`config.mk`:
```
export PLATFORM = sky130hd
export DESIGN_NAME = apb2axi
export DESIGN_NICKNAME = d
export VERILOG_FILES = /design/src/rtl/apb2axi.sv
export SDC_FILE = /design/constraint.sdc
export NUM_CORES = 1
export LEC_CHECK = 0
export CORE_AREA = 8 8 184 186
export DETAILED_ROUTE_END_ITERATION = 10
export DIE_AREA = 0 0 192 194
export GPL_ROUTABILITY_DRIVEN = 0
export PLACE_DENSITY_LB_ADDON = 0.15
export RECOVER_POWER = 50
export SLEW_MARGIN = 10
export SYNTH_ARGS = -nofsm -noshare
export SYNTH_HDL_FRONTEND = slang
export SYNTH_SLANG_ARGS = --single-unit
```
`constraint.sdc`:
```
create_clock -name ACLK -period 2.25 [get_ports ACLK]
set_input_delay 0.45 -clock ACLK [delete_from_list [all_inputs] [get_ports ACLK]]
set_output_delay 0.45 -clock ACLK [all_outputs]
set_load 0.01 [all_outputs]
```
`src/rtl/apb2axi.sv`:
```
// APB3 slave to AXI4 master bridge: every APB access becomes one single-beat
// 32-bit AXI transaction on a 64-bit bus; PREADY waits for the AXI response.
module apb2axi #(
   parameter int unsigned AXI4_ADDRESS_WIDTH = 32,
   parameter int unsigned AXI4_DATA_WIDTH    = 64,
   parameter int unsigned AXI4_ID_WIDTH      = 16,
   parameter int unsigned AXI4_USER_WIDTH    = 10,
   parameter int unsigned APB_ADDR_WIDTH     = 32,
   parameter int unsigned AXI_ID             = 0
) (
   input  logic                            ACLK,
   input  logic                            ARESETn,
   // APB slave
   input  logic                            PSEL,
   input  logic                            PENABLE,
   input  logic                            PWRITE,
   input  logic [APB_ADDR_WIDTH-1:0]       PADDR,
   input  logic [31:0]                     PWDATA,
   output logic [31:0]                     PRDATA,
   output logic                            PREADY,
   output logic                            PSLVERR,
   // AW channel
   output logic [AXI4_ID_WIDTH-1:0]        AWID_o,
   output logic [AXI4_ADDRESS_WIDTH-1:0]   AWADDR_o,
   output logic [7:0]                      AWLEN_o,
   output logic [2:0]                      AWSIZE_o,
   output logic [1:0]                      AWBURST_o,
   output logic                            AWLOCK_o,
   output logic [3:0]                      AWCACHE_o,
   output logic [2:0]                      AWPROT_o,
   output logic [3:0]                      AWREGION_o,
   output logic [3:0]                      AWQOS_o,
   output logic [AXI4_USER_WIDTH-1:0]      AWUSER_o,
   output logic                            AWVALID_o,
   input  logic                            AWREADY_i,
   // W channel
   output logic [AXI4_DATA_WIDTH-1:0]      WDATA_o,
   output logic [AXI4_DATA_WIDTH/8-1:0]    WSTRB_o,
   output logic                            WLAST_o,
   output logic [AXI4_USER_WIDTH-1:0]      WUSER_o,
   output logic                            WVALID_o,
   input  logic                            WREADY_i,
   // B channel
   input  logic [AXI4_ID_WIDTH-1:0]        BID_i,
   input  logic [1:0]                      BRESP_i,
   input  logic [AXI4_USER_WIDTH-1:0]      BUSER_i,
   input  logic                            BVALID_i,
   output logic                            BREADY_o,
   // AR channel
   output logic [AXI4_ID_WIDTH-1:0]        ARID_o,
   output logic [AXI4_ADDRESS_WIDTH-1:0]   ARADDR_o,
   output logic [7:0]                      ARLEN_o,
   output logic [2:0]                      ARSIZE_o,
   output logic [1:0]                      ARBURST_o,
   output logic                            ARLOCK_o,
   output logic [3:0]                      ARCACHE_o,
   output logic [2:0]                      ARPROT_o,
   output logic [3:0]                      ARREGION_o,
   output logic [3:0]                      ARQOS_o,
   output logic [AXI4_USER_WIDTH-1:0]      ARUSER_o,
   output logic                            ARVALID_o,
   input  logic                            ARREADY_i,
   // R channel
   input  logic [AXI4_ID_WIDTH-1:0]        RID_i,
   input  logic [AXI4_DATA_WIDTH-1:0]      RDATA_i,
   input  logic [1:0]                      RRESP_i,
   input  logic                            RLAST_i,
   input  logic [AXI4_USER_WIDTH-1:0]      RUSER_i,
   input  logic                            RVALID_i,
   output logic                            RREADY_o
);

   typedef enum logic [2:0] {
      IDLE    = 3'd0,
      WR_REQ  = 3'd1,
      WR_RESP = 3'd2,
      RD_REQ  = 3'd3,
      RD_RESP = 3'd4,
      DONE    = 3'd5
   } state_t;

   state_t                          state;
   logic [AXI4_ADDRESS_WIDTH-1:0]   ax_addr;
   logic                            hi_word;
   logic                            aw_done;
   logic                            w_done;
   logic                            aw_now;
   logic                            w_now;

   // Single-beat, 32-bit, incrementing, unprivileged transfers only
   assign AWID_o     = AXI4_ID_WIDTH'(AXI_ID);
   assign AWADDR_o   = ax_addr;
   assign AWLEN_o    = 8'd0;
   assign AWSIZE_o   = 3'b010;
   assign AWBURST_o  = 2'b01;
   assign AWLOCK_o   = 1'b0;
   assign AWCACHE_o  = 4'd0;
   assign AWPROT_o   = 3'd0;
   assign AWREGION_o = 4'd0;
   assign AWQOS_o    = 4'd0;
   assign AWUSER_o   = '0;
   assign WLAST_o    = 1'b1;
   assign WUSER_o    = '0;

   assign ARID_o     = AXI4_ID_WIDTH'(AXI_ID);
   assign ARADDR_o   = ax_addr;
   assign ARLEN_o    = 8'd0;
   assign ARSIZE_o   = 3'b010;
   assign ARBURST_o  = 2'b01;
   assign ARLOCK_o   = 1'b0;
   assign ARCACHE_o  = 4'd0;
   assign ARPROT_o   = 3'd0;
   assign ARREGION_o = 4'd0;
   assign ARQOS_o    = 4'd0;
   assign ARUSER_o   = '0;

   // AW and W complete independently; either may finish first or both together
   assign aw_now = aw_done | (AWVALID_o & AWREADY_i);
   assign w_now  = w_done  | (WVALID_o  & WREADY_i);

   logic unused_inputs;
   assign unused_inputs = ^{BID_i, BUSER_i, BRESP_i[0], RID_i, RLAST_i,
                            RUSER_i, RRESP_i[0], PADDR[1:0]};

   always_ff @(posedge ACLK or negedge ARESETn) begin
      if (!ARESETn) begin
         state     <= IDLE;
         ax_addr   <= '0;
         hi_word   <= 1'b0;
         aw_done   <= 1'b0;
         w_done    <= 1'b0;
         WDATA_o   <= '0;
         WSTRB_o   <= '0;
         AWVALID_o <= 1'b0;
         WVALID_o  <= 1'b0;
         BREADY_o  <= 1'b0;
         ARVALID_o <= 1'b0;
         RREADY_o  <= 1'b0;
         PRDATA    <= '0;
         PREADY    <= 1'b0;
         PSLVERR   <= 1'b0;
      end else begin
         case (state)
            IDLE: begin
               // Only a setup phase starts a transfer
               if (PSEL && !PENABLE) begin
                  ax_addr <= AXI4_ADDRESS_WIDTH'({PADDR[APB_ADDR_WIDTH-1:2], 2'b00});
                  hi_word <= PADDR[2];
                  aw_done <= 1'b0;
                  w_done  <= 1'b0;
                  if (PWRITE) begin
                     WDATA_o   <= {PWDATA, PWDATA};
                     WSTRB_o   <= PADDR[2] ? 8'hF0 : 8'h0F;
                     AWVALID_o <= 1'b1;
                     WVALID_o  <= 1'b1;
                     state     <= WR_REQ;
                  end else begin
                     ARVALID_o <= 1'b1;
                     state     <= RD_REQ;
                  end
               end
            end
            WR_REQ: begin
               if (AWVALID_o && AWREADY_i) AWVALID_o <= 1'b0;
               if (WVALID_o && WREADY_i)   WVALID_o  <= 1'b0;
               aw_done <= aw_now;
               w_done  <= w_now;
               if (aw_now && w_now) begin
                  BREADY_o <= 1'b1;
                  state    <= WR_RESP;
               end
            end
            WR_RESP: begin
               if (BVALID_i) begin
                  PSLVERR  <= BRESP_i[1];
                  BREADY_o <= 1'b0;
                  PREADY   <= 1'b1;
                  state    <= DONE;
               end
            end
            RD_REQ: begin
               if (ARREADY_i) begin
                  ARVALID_o <= 1'b0;
                  RREADY_o  <= 1'b1;
                  state     <= RD_RESP;
               end
            end
            RD_RESP: begin
               if (RVALID_i) begin
                  PRDATA   <= hi_word ? RDATA_i[63:32] : RDATA_i[31:0];
                  PSLVERR  <= RRESP_i[1];
                  RREADY_o <= 1'b0;
                  PREADY   <= 1'b1;
                  state    <= DONE;
               end
            end
            DONE: begin
               // One-cycle completion; PRDATA keeps its value
               PREADY  <= 1'b0;
               PSLVERR <= 1'b0;
               state   <= IDLE;
            end
            default: state <= IDLE;
         endcase
      end
   end

endmodule

```
Word-level counts from Yosys, hierarchy flattened
Index checks and enable logic that the tools add are counted.

Logic and storage cells: 89. Input port bits: 195. Output and inout port bits: 296. Register bits: 147.

Eq/ne operators: 14. Reductions and logical operators: 22. Bitwise operators: 4. Muxes and demuxes: 34.

Operators with widths (number): $mux W32 (1); $ne A2 B2 Y1 const B (9); $mux W1 (16); $mux W3 (5); $pmux W3 S5 (1); $pmux W1 S2 (7); $reduce_and A3 Y1 (4); $reduce_and A4 Y1 (3); $mux W8 (1); $reduce_bool A2 Y1 (4); $eq A3 B2 Y1 const B (2); $eq A3 B3 Y1 const B (2); $pmux W1 S3 (2); $reduce_and A2 Y1 (3); $reduce_and A5 Y1 (1); $logic_and A1 B1 Y1 (4); $eq A3 B1 Y1 const B (1); $logic_not A3 Y1 (1); $reduce_bool A3 Y1 (1); $and A1 B1 Y1 (2); $mux W2 (1); $or A1 B1 Y1 (2); $logic_not A1 Y1 (1).

Longest topological paths before layout
Gate-level depths: netlist of the first run.

Word-level depth: 5. Mapped depth: 6. Gate-level depth less buffers: 3.

Least setup slack after synthesis of the first run
OpenSTA, ideal clock, no wires.

Path type: reg-to-reg. Start: reg state[1]. End: reg WDATA_o[55]. Stages on the path, launching flop included: 7. Clock period less this slack: 1.722 ns. Path slack: 0.528 ns. Path buffers: 3. Library setup time: 0.127 ns. Arrival time: 1.594 ns. Required time: 2.123 ns. Cells stage by stage: dfrtp_1 > buf_4 > or3_1 > buf_6 > nor2_8 > buf_8 > mux2_1.

Longest elaborated chain between the ends: 2.

RTL lines: start: declaration (RTL line 82) `state_t state;`; start signal: assignment (RTL line 127) `state <= IDLE;`; start signal: assignment (RTL line 156) `state <= WR_REQ;`; start signal: assignment (RTL line 159) `state <= RD_REQ;`; $logic_not A3 Y1 (RTL line 143) `case (state)`; $reduce_and A3 Y1 (no line); end signal: assignment (RTL line 152) `WDATA_o <= {PWDATA, PWDATA};`; end: declaration (RTL line 37) `output logic [AXI4_DATA_WIDTH-1:0] WDATA_o,`.

No other way between the ends. A chain may end at the register's enable or synchronous reset.

Final worst setup path of the first run
Start: reg state[2]. End: reg ax_addr[2], in the netlist ARADDR_o[2].

Longest elaborated chain between the ends: 2.

RTL lines: $logic_not A3 Y1 (RTL line 143); $reduce_and A2 Y1 (no line); end signal: assignment (RTL line 147) `ax_addr <= AXI4_ADDRESS_WIDTH'({PADDR[APB_ADDR_WIDTH-1:2], 2'b00});`; end: declaration (RTL line 83) `logic [AXI4_ADDRESS_WIDTH-1:0] ax_addr;`.

No other way between the ends.

==> results.yml, run 1 <==
clock_tree:
  clkTransAtPathRegs_ns: 0.08
  clock_latency_ns: 0.36
  clk_root_buffer_cell: "clkbuf_16"
  post_cts_buffers: 0
  numClockSinks: 108
  cts_tree: "built"
  cts_hold_buf: 1
  cts-resized-gates: 0
  ctsLongestPathBuffers: 2
  cts_buffers: 9
  htree_num_levels: 3
timing:
  setup_viol: 0
  rsz0062_at_grt: "no"
  slew_headroom_pct: 54.0
  tns_ns: 0
  fin_hold_ws_ns: 0.502
  tightest_slew_ns: 0.691
  slew_violations: 0
  fin_crit_ns: 1.90
  fmax_ghz: 0.525
  period_share_pct: 84.6
  hold_violations: 0
  finalWorstSetupSlack_ns: 0.346
  fin_skew_ns: 0.0110
routing:
  first_pass_iters: 4
  route.final.wire_length_um: 19700
  drt_iter0_markers: 174
  wl_per_cell_um: 16.5
  avgViaCountPerCell: 3.51
  ant_nets: 0
  route.detailed.drc: 0
  vias: 4187
die:
  die_height_um: 194
  die-area_um2: 37200
  num_rows: 65
  ios: 491
  die_w_um: 192
  initial_core_util_pct: 19.6
  fp.coreArea_um2: 31100
placement:
  io_buffer_count: 308
  placed_area_um2: 8730
  dpl_worst_slack_ns: 0.0649
  dpl.cell_count: 1175
  dp_hpwl_um: 15900
finish:
  post-route-util_pct: 28.9
  drive_above_1_share_pct: 11.9
  stdcell_area_um2: 8990
  areaGrowthSynthToFinish_pct: 47.4
  fin_cells: 1192
  antenna_cells: 0
  fin_nets: 980
  nFillCells: 3267
pwr:
  switchingPower_mw: 4.18
  p_clk_share_pct: 14.1
  switching_share_pct: 35.8
  peakVddDrop_v: 0.000451
  p_comb_share_pct: 54.8
  p_total_mw: 11.7
  power_frac_seq_pct: 31.1
  p_per_area_nw_per_um2: 1300
  p_int_mw: 7.51
  p_leak_nw: 3.85
synth:
  ys_ff_latch: 108
  synth_warnings: 0
  yosysTopAreaCellShare_pct: 44.3
  synth_flop_cell: "dfrtp_1"
  ys_types: 40
  syn_inst: 542
  yosysTopAreaCell: "dfrtp_1"
  synth_edf_count: 0
  avgSynthCellArea_um2: 11.3
  synthTopCellsByArea: "dfrtp_1 44%, buf_4 24%, mux2_2 6.6%"
  synthArstFlopShare_pct: 100
  syn_area_um2: 6100
  ys_seq_area_share_pct: 44.3
global_route:
  grt_max_degree: 65
  grt_usage_pct: 10.1
  grt-ovfl-total: 0
  grt_pass1_wl_um: 29000
  first_global_vias: 4402
  antenna_found_initial: 1
critical_path:
  timing.rr.start: "state[2]"
  path_class: "register to register"
  critPathMaxFanout: 11
  required_ns: 2.49
  cp-startpoint: "state[2]"
  cp.arrival_ns: 2.14
  endpoint_kind: "register"
  startpoint_type: "register"
  worstRegToRegCells: 4
worst_hold_path:
  worstHoldStart: "WDATA_o[57]"
  holdPathStages: 1
  hold_class: "register to register"
job:
  cap_violations: 0
run_status:
  status: "finished clean"
-- cells in the final DEF, fill, tap and decap left out, types with 2 or more instances in the layout --
cell / netlist / layout
clkdlybuf4s50_1: 0 / 265
conb_1: 2 / 125
dfrtp_1: 108 / 107
dlygate4sd3_1: 0 / 43
nor2_1: 36 / 37
mux2_2: 36 / 36
mux2i_1: 35 / 35
a21oi_1: 35 / 35
mux2_4: 20 / 20
buf_4: 198 / 11
clkbuf_16: 0 / 9
mux2_1: 8 / 8
nand2_1: 5 / 5
o31ai_1: 5 / 5
a31oi_1: 4 / 4
nand2b_1: 3 / 3
o21ai_0: 3 / 3
inv_1: 3 / 3
inv_6: 0 / 3
buf_12: 2 / 3
nor4bb_1: 2 / 2
nor3b_1: 2 / 2
o22ai_1: 2 / 2
a211oi_1: 2 / 2
clkbuf_8: 0 / 2
clkbuf_4: 0 / 2
-- routing by layer --
layer / track usage (%) / up-vias / routed length (µm)
li1: - / 1982 / -
met1: 11.0 / 1978 / 7000
met2: 17.9 / 213 / 10200
met3: 4.28 / 12 / 2310
met4: 2.29 / 2 / 180
met5: 0 / - / 10
-- final cells by class --
type	instances	area [µm²]	share of cell area, %
repair buffers	325	3250	36.1
multi-input cells	338	2230	24.8
flip-flops and latches	108	2700	30.1
clock inverters	5	42.5	0.473
clock buffers	11	253	2.81
well taps	402	503	5.59
inverters	3	11.3	0.125
-- final timing paths --
kind | endpoint | slack, ns
setup / recovery | ARADDR_o[2] | 0.35
hold / removal | WDATA_o[57] | 0.50
setup reg to reg | ARADDR_o[2] | 0.35
hold reg to reg | WDATA_o[57] | 0.50
max in group asynchronous | WDATA_o[35] | 0.47
min in group asynchronous | ARADDR_o[27] | 0.66
-- state kept, by name, summed over array words and instances, names as in the netlist, 2 cells and up --
| signal | flops |
|---|---|
| PRDATA | 32 |
| WDATA_o | 32 |
| ARADDR_o | 30 |
| state | 3 |
| WSTRB_o | 2 |
-- cells in the mapped netlist, types with 2 or more instances --
library cell	instances
o21ai_0	3
a211oi_1	2
mux2_4	20
buf_12	2
mux2_1	8
buf_2	4
buf_1	6
inv_1	3
o31ai_1	5
buf_4	198
nand2b_1	3
nor3b_1	2
a31oi_1	4
o22ai_1	2
nor2_1	36
nand2_1	5
nor4bb_1	2
a21oi_1	35
dfrtp_1	108
mux2_2	36
clkbuf_1	4
conb_1	2
mux2i_1	35
-- power groups by stage --
| stage | Combinational, mW | Sequential (mW) | Clock [mW] |
|---|---|---|---|
| global route | 6.91 | 3.80 | 1.83 |
| CTS | 6.74 | 3.70 | 1.78 |
| global placement | 6.75 | 3.71 | 0 |
| detailed placement | 6.73 | 3.72 | 0 |
| floorplan | 3.31 | 4.00 | 0 |
| finish | 6.41 | 3.63 | 1.65 |
-- logic make-up (layout without fill, tap and decap cells) --
logic type	Yosys count	count (layout)	share of synthesized area [%]
other cells	2	125	0.123
buf+inv	219	344	26.6
simple gates	56	56	4.59
compound gates	58	58	5.62
flops	108	108	44.3
mux	99	99	18.8
-- critical path, cell delays in order (launching register included) --
cell and delay [ns]:
dfrtp_1 0.38, or3_1 0.51, nor2_1 0.28, buf_4 0.27, mux2_2 0.35
Note: power is estimated with default switching activity, not from simulation.
==> run 2: changes to the inputs <==
==> constraint.sdc (replaced) <==
create_clock -name ACLK -period 2 [get_ports ACLK]
set_input_delay 0.4 -clock ACLK [delete_from_list [all_inputs] [get_ports ACLK]]
set_output_delay 0.4 -clock ACLK [all_outputs]
set_load 0.01 [all_outputs]
==> results.yml, run 2 (synthesis gave the netlist of run 1 again) <==
clock_tree:
  cts_hold_buf: 0
  numClockSinks: 108
  cts_tree: "built"
  clkTransAtPathRegs_ns: 0.08
  cts-resized-gates: 0
  cts_buffers: 9
  ctsLongestPathBuffers: 2
  htree_num_levels: 3
  clock_latency_ns: 0.35
  post_cts_buffers: 0
  clk_root_buffer_cell: "clkbuf_16"
placement:
  dpl_worst_slack_ns: -0.0520
  io_buffer_count: 308
  dp_hpwl_um: 15900
  dpl.cell_count: 1178
  placed_area_um2: 8760
critical_path:
  cp_slowest_cell: "or3_1"
  endpoint_kind: "register"
  required_ns: 2.23
  cp.arrival_ns: 2.03
  path_class: "register to register"
  cpPeakStageDelay_ns: 0.53
  critPathMaxFanout: 11
  crit_path_cell_trace: "or3_1 > nor2_4 > buf_4 > mux2_2"
  startpoint_type: "register"
timing:
  hold_violations: 0
  fin_crit_ns: 1.80
  fmax_ghz: 0.557
  period_share_pct: 89.8
  slew_violations: 0
  tightest_slew_ns: 1.21
  rsz0062_at_grt: "no"
  setup_viol: 0
  finalWorstSetupSlack_ns: 0.204
  slew_headroom_pct: 19.7
  fin_skew_ns: 0.0121
  fin_hold_ws_ns: 0.0882
finish:
  fin_cells: 1194
  post-route-util_pct: 29.2
  stdcell_area_um2: 9060
  fin_nets: 982
  layout_commonest_cell: "clkdlybuf4s50_1"
  drive_above_1_share_pct: 12.4
  areaGrowthSynthToFinish_pct: 48.4
  final_cell_mix: "263 x clkdlybuf4s50_1, 125 x conb_1, 107 x dfrtp_1"
  antenna_cells: 0
die:
  die_w_um: 192
  initial_core_util_pct: 19.6
  die_height_um: 194
  fp.coreArea_um2: 31100
  ios: 491
  die-area_um2: 37200
  num_rows: 65
routing:
  route.final.wire_length_um: 19500
  avgViaCountPerCell: 3.48
  vias: 4153
  drt_iter0_markers: 170
  wl_per_cell_um: 16.3
  ant_nets: 0
  route.detailed.drc: 0
  first_pass_iters: 4
global_route:
  grt_max_degree: 65
  first_global_vias: 4413
  grt_usage_pct: 10.0
  antenna_found_initial: 1
  grt_pass1_wl_um: 28700
  grt-ovfl-total: 0
worst_hold_path:
  hold_class: "input port to async pin"
pwr:
  p_per_area_nw_per_um2: 1470
  p_leak_nw: 3.88
  peakVddDrop_v: 0.000498
job:
  cap_violations: 0
run_status:
  status: "finished clean"
## run 2: changes by cell type in the layout (fill, tap and decap cells not counted), sizes merged
| cell | before | now |
|---|---|---|
| inv | 6 | 5 |
| clkbuf | 14 | 15 |
| clkdlybuf4s50 | 265 | 263 |
| buf | 14 | 16 |
| bufinv | 0 | 1 |
| clkinv | 1 | 2 |
| clkinvlp | 1 | 0 |
| dlygate4sd3 | 43 | 44 |
## run 2: worst paths after layout
| check | startpoint | endpoint | slack, ns | cells after the start |
|---|---|---|---|---|
| max | state[2] | ARADDR_o[2] | 0.20 | 4 |
| min | ARESETn | ARADDR_o[30] | 0.09 | 2 |
| max reg2reg | state[2] | ARADDR_o[2] | 0.20 | 4 |
| min reg2reg | aw_done | aw_done | 0.51 | 2 |
| max in group asynchronous | ARESETn | ARADDR_o[22] | 0.76 | 2 |
| min in group ACLK | aw_done | aw_done | 0.51 | 2 |
## run 2: routing by layer
| metal | wire length (µm) | track usage (%) |
|---|---|---|
| met1 | 6990 | 10.6 |
| met5 | 8 | 0 |
| met4 | 207 | 2.72 |
| met2 | 10200 | 18.3 |
| met3 | 2080 | 3.54 |
## run 2: where the power goes
group / switching [mW] / internal [mW] / leakage [nW] / total, mW
Combinational: 2.99 / 4.24 / 2.45 / 7.23
Sequential: 0.816 / 3.28 / 1.27 / 4.10
Clock: 0.916 / 1.06 / 0.158 / 1.98
## run 2: cell type report
type                            count  area, µm²
Fill cell                        3224      22000
Inverter                            3       11.3
Tap cell                          402        503
Timing Repair Buffer              327       3260
Clock buffer                       11        253
Clock inverter                      5       67.6
Multi-Input combinational cell    338       2250
Sequential cell                   108       2700
## run 2: critical path, delay by kind of cell, from the launching register on
| family | cells | cell delay [ns] |
|---|---|---|
| buf+inv | 1 | 0.23 |
| flops | 1 | 0.38 |
| simple gates | 2 | 0.71 |
| mux | 1 | 0.36 |
## run 2: stage by stage
stage               total power, mW  setup TNS [ns]
floorplan                      8.22               0
global placement               11.8          -0.275
detailed placement             11.8          -0.581
CTS                            13.9               0
global route                   14.2               0
finish                         13.3               0
==> run 3: changes to the inputs <==
--- a/config.mk
+++ b/config.mk
@@ -9,6 +9,7 @@
 export DETAILED_ROUTE_END_ITERATION = 10
 export DIE_AREA = 0 0 192 194
 export GPL_ROUTABILITY_DRIVEN = 0
+export GPL_TIMING_DRIVEN = 0
 export PLACE_DENSITY_LB_ADDON = 0.15
 export RECOVER_POWER = 50
 export SLEW_MARGIN = 10
==> results.yml, run 3 (synthesis gave the netlist of run 1 again) <==
run_status:
  status: "finished clean"
timing:
  finalWorstSetupSlack_ns: 0.110
  slew_headroom_pct: 45.9
  period_share_pct: 94.5
  rsz0062_at_grt: "no"
  setup_viol: 0
  slew_violations: 0
  tightest_slew_ns: 0.812
  tns_ns: 0
  hold_violations: 0
  fin_hold_ws_ns: 0.493
  fmax_ghz: 0.529
  fin_crit_ns: 1.89
  fin_skew_ns: 0.00847
routing:
  avgViaCountPerCell: 3.42
  vias: 4783
  ant_nets: 0
  route.final.wire_length_um: 21800
  wl_per_cell_um: 15.6
  drt_iter0_markers: 136
  route.detailed.drc: 0
  first_pass_iters: 4
finish:
  stdcell_area_um2: 10600
  nFillCells: 3168
  seq_area_um2: 2710
  layout_commonest_cell: "clkdlybuf4s50_1"
  fin_cells: 1397
  drive_above_1_share_pct: 29.8
  antenna_cells: 0
  multi_input_area_um2: 2240
  final_cell_mix: "233 x clkdlybuf4s50_1, 200 x buf_4, 125 x conb_1"
  areaGrowthSynthToFinish_pct: 73.0
  fin_nets: 1185
  post-route-util_pct: 34.0
die:
  die-area_um2: 37200
  initial_core_util_pct: 19.6
  fp.coreArea_um2: 31100
  die_height_um: 194
  ios: 491
  die_w_um: 192
  num_rows: 65
placement:
  dpl_worst_slack_ns: -0.480
  dpl.cell_count: 1376
  dp_hpwl_um: 18000
  placed_area_um2: 10200
  io_buffer_count: 308
pwr:
  p_leak_nw: 4.94
  peakVddDrop_v: 0.000641
  p_total_mw: 14.5
  p_per_area_nw_per_um2: 1370
clock_tree:
  cts_tree: "built"
  clkTransAtPathRegs_ns: 0.08
  htree_num_levels: 3
  numClockSinks: 108
  clk_root_buffer_cell: "clkbuf_16"
  cts_buffers: 9
  clock_latency_ns: 0.35
  ctsLongestPathBuffers: 2
critical_path:
  path_class: "register to register"
  cpPeakStageDelay_ns: 0.46
  endpoint_kind: "register"
  crit_path_cell_trace: "or3_1 > buf_6 > nor2_8 > buf_12 > mux2_4"
  startpoint_type: "register"
  required_ns: 2.24
  critPathMaxFanout: 10
  rrSetupSlack_ns: 0.11
  cp_slowest_cell: "dfrtp_1"
  cp.arrival_ns: 2.13
global_route:
  antenna_found_initial: 0
  grt_usage_pct: 11.2
  grt_max_degree: 61
  grt-ovfl-total: 0
  first_global_vias: 4909
  grt_pass1_wl_um: 31900
worst_hold_path:
  hold_class: "register to register"
job:
  cap_violations: 0
[run 3: what timing repair did]
action                     in CTS  in global routing
hold buffers                    1                  0
setup endpoints to repair      13                 64
hold endpoints to repair       13                  0
resized for setup               3                  7
setup buffers                   0                  4
pin swaps                       0                  2
[run 3: final cells by class]
class | count | share of cell area [%]
sequential | 108 | 25.6
multi-input combinational | 338 | 21.3
tap | 402 | 4.77
clock buffer | 10 | 2.26
clock inverter | 6 | 0.723
inverter | 3 | 0.107
timing repair buffer | 314 | 29.9
buffer | 216 | 15.4
[run 3: path summary, 6_finish.rpt]
| check | from | to | cells past startpoint |
|---|---|---|---|
| max | state[2] | WDATA_o[52] | 5 |
| min | PREADY | PREADY | 1 |
| max reg2reg | state[2] | WDATA_o[52] | 5 |
| min reg2reg | PREADY | PREADY | 1 |
| max in group asynchronous | ARESETn | PRDATA[25] | 3 |
| min in group asynchronous | ARESETn | WDATA_o[61] | 2 |
[run 3: critical path: cells and delay by family, from the launching register on]
family | cells | cell delay (ns)
multiplexers | 1 | 0.30
flip-flops | 1 | 0.46
AND/OR/NAND/NOR | 2 | 0.66
buffers and inverters | 2 | 0.35
[run 3: power breakdown]
| part | switching [mW] | internal (mW) |
|---|---|---|
| Clock | 0.937 | 1.03 |
| Sequential | 0.815 | 3.28 |
| Combinational | 3.27 | 5.12 |
| Total | 5.02 | 9.44 |
[run 3: per-layer routing]
metal / global-route usage, % / share of wire [%]
met4: 3.17 / 1.2
met3: 4.21 / 11
met2: 20.1 / 51
met5: 0 / 0
met1: 11.9 / 37
